File: config.mk
export PLATFORM = sky130hd
export DESIGN_NAME = lap_stopwatch
export DESIGN_NICKNAME = d
export VERILOG_FILES = /design/src/rtl/lap_stopwatch.sv
export SDC_FILE = /design/constraint.sdc
export NUM_CORES = 1
export LEC_CHECK = 0
export CAP_MARGIN = 20
export CORE_ASPECT_RATIO = 1.4
export CORE_MARGIN = 2
export CORE_UTILIZATION = 30
export DETAILED_ROUTE_END_ITERATION = 7
export GPL_ROUTABILITY_DRIVEN = 1
export PLACE_DENSITY = 0.54
export SYNTH_ARGS = -nofsm -noshare
export SYNTH_HDL_FRONTEND = slang
export SYNTH_SLANG_ARGS = --single-unit
File: constraint.sdc
create_clock -name clk -period 3.3 [get_ports clk]
set_clock_uncertainty 0.15 [all_clocks]
set_input_delay 0.495 -clock clk [delete_from_list [all_inputs] [get_ports clk]]
set_output_delay 0.495 -clock clk [all_outputs]
set_load 0.05 [all_outputs]
File: src/rtl/lap_stopwatch.sv
// lap_stopwatch: multi-digit BCD stopwatch with start/stop, lap freeze and
// registered 7-segment outputs. Two raw active-low keys are synchronised,
// edge-detected and locked out for a programmable time after each press.

module lap_stopwatch #(
  parameter int unsigned DIGITS          = 3,
  parameter int unsigned CLK_PER_TICK    = 5000000,
  parameter int unsigned DEBOUNCE_CYCLES = 1000000,
  parameter bit          WRAP            = 1'b1,
  parameter bit          SEG_ACTIVE_LOW  = 1'b1
) (
  input  logic                clk,
  input  logic                rst,
  input  logic                key_start_n,
  input  logic                key_lap_n,
  output logic [7*DIGITS-1:0] seg,
  output logic                running,
  output logic                lap_active,
  output logic                overflow
);

  localparam int unsigned PreW = (CLK_PER_TICK > 1) ? $clog2(CLK_PER_TICK) : 1;
  localparam int unsigned DbW  = (DEBOUNCE_CYCLES > 0) ? $clog2(DEBOUNCE_CYCLES + 1) : 1;
  localparam logic [PreW-1:0] PreMax = PreW'(CLK_PER_TICK - 1);
  localparam logic [DbW-1:0]  DbLoad = DbW'(DEBOUNCE_CYCLES);
  localparam logic [6:0]      SegZeroDigit = SEG_ACTIVE_LOW ? 7'h40 : 7'h3F;

  typedef enum logic [1:0] {StIdle, StRun, StStop, StLap} state_e;
  typedef logic [DIGITS-1:0][3:0] count_t;

  // Standard 0-9 patterns, bit order {g,f,e,d,c,b,a}; optional inversion.
  function automatic logic [6:0] seg7(input logic [3:0] d);
    logic [6:0] p;
    case (d)
      4'd0:    p = 7'h3F;
      4'd1:    p = 7'h06;
      4'd2:    p = 7'h5B;
      4'd3:    p = 7'h4F;
      4'd4:    p = 7'h66;
      4'd5:    p = 7'h6D;
      4'd6:    p = 7'h7D;
      4'd7:    p = 7'h07;
      4'd8:    p = 7'h7F;
      4'd9:    p = 7'h6F;
      default: p = 7'h00;
    endcase
    return SEG_ACTIVE_LOW ? ~p : p;
  endfunction

  // Key path: index 0 = start, index 1 = lap.
  logic [1:0]     w_key_n;
  logic [1:0]     r_sync1;
  logic [1:0]     r_sync2;
  logic [1:0]     r_prev;
  logic [1:0]     r_press;
  logic [DbW-1:0] r_db [2];
  logic           w_start;
  logic           w_lap;

  // Core state.
  state_e          r_state;
  state_e          w_state_d;
  count_t          r_count;
  count_t          w_count_d;
  count_t          r_lap;
  count_t          w_lap_d;
  count_t          w_inc;
  count_t          w_disp;
  logic [PreW-1:0] r_pre;
  logic [PreW-1:0] w_pre_d;
  logic            r_ovf;
  logic            w_ovf_d;
  logic            w_tick;
  logic            w_carry;
  logic            w_all_nine;
  logic            r_running;
  logic            r_lap_active;
  logic [7*DIGITS-1:0] r_seg;
  logic [7*DIGITS-1:0] w_seg;

  assign w_key_n = {key_lap_n, key_start_n};

  // Synchronise, detect falling edges and apply the post-press lockout.
  always_ff @(posedge clk) begin
    if (rst) begin
      r_sync1 <= 2'b11;
      r_sync2 <= 2'b11;
      r_prev  <= 2'b11;
      r_press <= 2'b00;
      r_db[0] <= '0;
      r_db[1] <= '0;
    end else begin
      r_sync1 <= w_key_n;
      r_sync2 <= r_sync1;
      r_prev  <= r_sync2;
      for (int k = 0; k < 2; k++) begin
        r_press[k] <= 1'b0;
        if (r_db[k] != '0) begin
          r_db[k] <= r_db[k] - DbW'(1);
        end else if (r_prev[k] && !r_sync2[k]) begin
          r_press[k] <= 1'b1;
          r_db[k]    <= DbLoad;
        end
      end
    end
  end

  // Start wins when both keys fire in the same cycle.
  assign w_start = r_press[0];
  assign w_lap   = r_press[1] & ~r_press[0];

  assign w_tick = ((r_state == StRun) || (r_state == StLap)) && (r_pre == PreMax);

  // Cascaded BCD increment; the final carry means every digit was 9.
  always_comb begin
    w_inc   = r_count;
    w_carry = 1'b1;
    for (int i = 0; i < DIGITS; i++) begin
      if (w_carry) begin
        if (r_count[i] == 4'd9) begin
          w_inc[i] = 4'd0;
        end else begin
          w_inc[i] = r_count[i] + 4'd1;
          w_carry  = 1'b0;
        end
      end
    end
  end

  assign w_all_nine = w_carry;

  // Next state, count, prescaler, lap register and overflow flag.
  always_comb begin
    w_state_d = r_state;
    w_count_d = r_count;
    w_lap_d   = r_lap;
    w_ovf_d   = r_ovf;
    w_pre_d   = r_pre;

    unique case (r_state)
      StRun, StLap: w_pre_d = w_tick ? '0 : r_pre + PreW'(1);
      StStop:       w_pre_d = r_pre;
      StIdle:       w_pre_d = '0;
    endcase

    // The tick is applied first; any key-driven transition sees the ticked count.
    if (w_tick) begin
      if (!w_all_nine) begin
        w_count_d = w_inc;
      end else begin
        w_ovf_d = 1'b1;
        if (WRAP) w_count_d = w_inc;
      end
    end

    unique case (r_state)
      StIdle: begin
        if (w_start) w_state_d = StRun;
      end
      StRun: begin
        if (w_start) begin
          w_state_d = StStop;
        end else if (w_lap) begin
          w_state_d = StLap;
          w_lap_d   = r_count;  // pre-tick value
        end
      end
      StStop: begin
        if (w_start) begin
          w_state_d = StRun;
        end else if (w_lap) begin
          w_state_d = StIdle;
          w_count_d = '0;
          w_pre_d   = '0;
          w_ovf_d   = 1'b0;
        end
      end
      StLap: begin
        if (w_start) begin
          w_state_d = StStop;
        end else if (w_lap) begin
          w_state_d = StRun;
        end
      end
    endcase

    // Saturating mode: a tick at all-nines always parks the block in STOP.
    if (!WRAP && w_tick && w_all_nine) w_state_d = StStop;
  end

  // State, count and registered flags.
  always_ff @(posedge clk) begin
    if (rst) begin
      r_state      <= StIdle;
      r_count      <= '0;
      r_lap        <= '0;
      r_pre        <= '0;
      r_ovf        <= 1'b0;
      r_running    <= 1'b0;
      r_lap_active <= 1'b0;
    end else begin
      r_state      <= w_state_d;
      r_count      <= w_count_d;
      r_lap        <= w_lap_d;
      r_pre        <= w_pre_d;
      r_ovf        <= w_ovf_d;
      r_running    <= (w_state_d == StRun) || (w_state_d == StLap);
      r_lap_active <= (w_state_d == StLap);
    end
  end

  // Display source: frozen lap value in LAP, live count otherwise.
  always_comb begin
    w_disp = (r_state == StLap) ? r_lap : r_count;
    w_seg  = '0;
    for (int i = 0; i < DIGITS; i++) begin
      w_seg[7*i +: 7] = seg7(w_disp[i]);
    end
  end

  // Registered segment outputs.
  always_ff @(posedge clk) begin
    if (rst) begin
      r_seg <= {DIGITS{SegZeroDigit}};
    end else begin
      r_seg <= w_seg;
    end
  end

  assign seg        = r_seg;
  assign running    = r_running;
  assign lap_active = r_lap_active;
  assign overflow   = r_ovf;

endmodule

==> impl_metrics.csv <==
group,metric,value,unit
power,powerDensity,698,nW/um^2
die,die_h,172,um
die,core,19800,um^2
timing,rsz0062_at_grt,"no",
layout,nNetsFinal,749,
placed_design,globalplace.congestion,0.836,
logic_synthesis,synth_nets,713,
logic_synthesis,ys_types,60,
clocking,cts_post_setup_buffers_inserted,0,
timing,setup_violations,0,
drt,dr.first_iter.drc_count,191,
clocking,cts_tree,"done",
clocking,ctsHoldBuffers,0,
grt,grt_pass1_vias,4897,
layout,final_area,7230,um^2
drt,detail-route-antenna-nets,0,
power,p_leak,2.76,nW
timing,finalCriticalPeriod,2.74,ns
logic_synthesis,synth_seq_cells,121,
critical_path,crit_arrival,2.74,ns
critical_path,timing.rr.start,"r_db[1][2]$_SDFFE_PP0P_",
worst_hold_path,hold_path_startpoint,"r_sync1[0]$_SDFF_PP1_",
timing,clock.fmax,365,MHz
clocking,cts-root-buf,"clkbuf_16",
grt,grt_pass1_wl,23100,um
logic_synthesis,synth_top_family_by_area,"simple AND/OR/NAND/NOR gates",
logic_synthesis,synth.mux.area_fraction,4.38,%
clocking,htreeDepth,4,
layout,fin_util,36.5,%
clocking,clock_latency,0.41,ns
logic_synthesis,syn_inst,689,
critical_path,crit_path_start,"r_db[1][2]$_SDFFE_PP0P_",
grt,antenna_found_initial,0,
placed_design,dp_slack,0.535,ns
run,maxCapViolCount,0,
timing,final.setup.worst_slack,0.558,ns
grt,grt_max_degree,35,
timing,relSlewSlack,43.9,%
placed_design,placed_cell_area,6650,um^2
logic_synthesis,synth_edf_count,20,
drt,drt_pass1_iterations,4,
clocking,cts_made_buffers,17,
clocking,clkTransAtPathRegs,0.05,ns
logic_synthesis,syn_area,6050,um^2
critical_path,crit_path_end_kind,"flop",
layout,final_cell_mix,"dfxtp_1 (101), nand2_1 (78), a21oi_1 (67), nor2_1 (66), clkdlybuf4s50_1 (26)",
clocking,cts_sinks,121,
logic_synthesis,synth-simple-area-share,24.4,%
logic_synthesis,avgSynthCellArea,8.78,um^2
drt,via_per_inst,4.98,
critical_path,worstSetupPathType,"reg -> reg",
placed_design,io_buffers,27,
critical_path,rrSetupSlack,0.56,ns
timing,timing.final.hold_violations,0,
grt,grt_overflow,0,
drt,wl_per_cell,13.3,um
power,vdd_ir_drop_max,415,uV
die,initial_core_util,30.5,%
drt,num_vias,4926,
layout,final_common_cell,"dfxtp_1",
critical_path,crit_fanout,18,
status,outcome,"finished, final reports clean",
grt,grt_usage,13.5,%
layout,layout-drive-gt1-share,9.76,%
timing,tns,0,ns
critical_path,crit_path_start_kind,"flop",
die,fp-row-count,61,
placed_design,hpwl,9270,um
logic_synthesis,ys_async_sr_fraction,0,%
logic_synthesis,synth-main-ff-cell,"dfxtp_1",
logic_synthesis,synth-compound-area-share,16.0,%
timing,period_share,83.1,%
timing,worst_pin_slew,0.841,ns
die,die_w,124,um
drt,drc,0,
die,die_area,21300,um^2
logic_synthesis,synth_xor_area_share,4.92,%
clocking,clock_path_buffers,2,
worst_hold_path,hp-class,"reg -> reg",
layout,n_antenna_cell,0,
timing,drv_slew,0,
logic_synthesis,synth_fa_ha_area_share,4.14,%
clocking,cts_resized,0,
die,io_pins,28,
logic_synthesis,synth_seq_area_share,43.3,%
drt,drt-total-wl,13200,um
layout,area_growth,19.6,%
critical_path,crit_required,3.30,ns
logic_synthesis,ys_warn_count,0,
[area by class of cell]
class / instances / area, um^2
fill: 2052 / 12600
multi-input combinational: 526 / 3260
sequential: 121 / 2620
clock buffer: 23 / 499
timing repair buffer: 43 / 385
tap: 252 / 315
clock inverter: 9 / 87.6
inverter: 16 / 60.1
[cells by family (layout without fill, tap and decap cells)]
family | count (synthesis) | in the layout
buf+inv | 42 | 91
fa+ha+maj | 20 | 20
simple gates | 289 | 289
compound gates | 157 | 157
mux | 26 | 26
flops | 121 | 121
xor+xnor | 34 | 34
[sequential cells by signal, indices dropped and copies added (netlist names)]
register / cells
lap_active: 1
overflow: 1
r_count: 12
r_db: 40
r_lap: 12
r_pre: 23
r_press: 2
r_prev: 2
r_state: 2
r_sync1: 2
r_sync2: 2
running: 1
seg: 21
[metal layers]
metal / vias to the layer above / part of all wire [%] / track usage, %
met5: - / 0 / 0
met4: 0 / 1.9 / 5.13
met3: 20 / 2.7 / 3.66
met2: 57 / 49 / 22.9
met1: 2286 / 46 / 16.3
li1: 2563 / - / -
[through the flow]
| step | hold slack (ns) | total power [mW] | std cells |
|---|---|---|---|
| 2_1_floorplan | 0.239 | 2.96 | 689 |
| 3_5_place_dp | 0.253 | 3.26 | 958 |
| 4_1_cts | 0.266 | 5.11 | 990 |
| 3_3_place_gp | 0.244 | 3.25 | 958 |
| 6_report | 0.268 | 5.05 | 990 |
| 5_1_grt | 0.272 | 5.38 | 990 |
[cell usage after synthesis (all sizes together), types with 6 or more instances]
cell / number / area (um^2)
nor2: 66 / 248
or2: 11 / 68.8
nand2: 78 / 293
ha: 20 / 250
or3: 6 / 42.5
o31ai: 9 / 67.6
nor3: 20 / 100
edfxtp: 20 / 601
o21ai: 22 / 110
clkbuf: 20 / 75.1
a21oi: 68 / 340
a21o: 8 / 60.1
buf: 6 / 32.5
nand2b: 11 / 68.8
nand4: 12 / 75.1
xnor2: 23 / 201
a31oi: 15 / 100
nor2b: 12 / 75.1
nand3: 19 / 95.1
dfxtp: 101 / 2020
or4: 11 / 90.1
nor4: 12 / 75.1
and3: 7 / 43.8
xor2: 11 / 96.3
inv: 16 / 60.1
mux2i: 22 / 220
[critical path: stages (launching register included)]
cell and delay [ns]:
dfxtp_1 0.35, or4_4 0.59, or4_4 0.67, o21ai_0 0.20, a21o_1 0.41, nor2_1 0.10
[path summary, 6_finish.rpt]
kind / end / depth (start not counted)
hold reg to reg: r_sync2[0]$_SDFF_PP1_ / 1
setup reg to reg: r_db[0][15]$_SDFFCE_PP0P_ / 5
setup / recovery: r_db[0][15]$_SDFFCE_PP0P_ / 5
hold / removal: r_sync2[0]$_SDFF_PP1_ / 1
[power by group]
part / leakage (nW) / internal (mW) / switching, mW / total (mW)
Clock: 0.289 / 1.14 / 0.674 / 1.82
Combinational: 1.42 / 0.571 / 0.788 / 1.36
Sequential: 1.06 / 1.70 / 0.168 / 1.87
(Power assumes the default switching activity.)
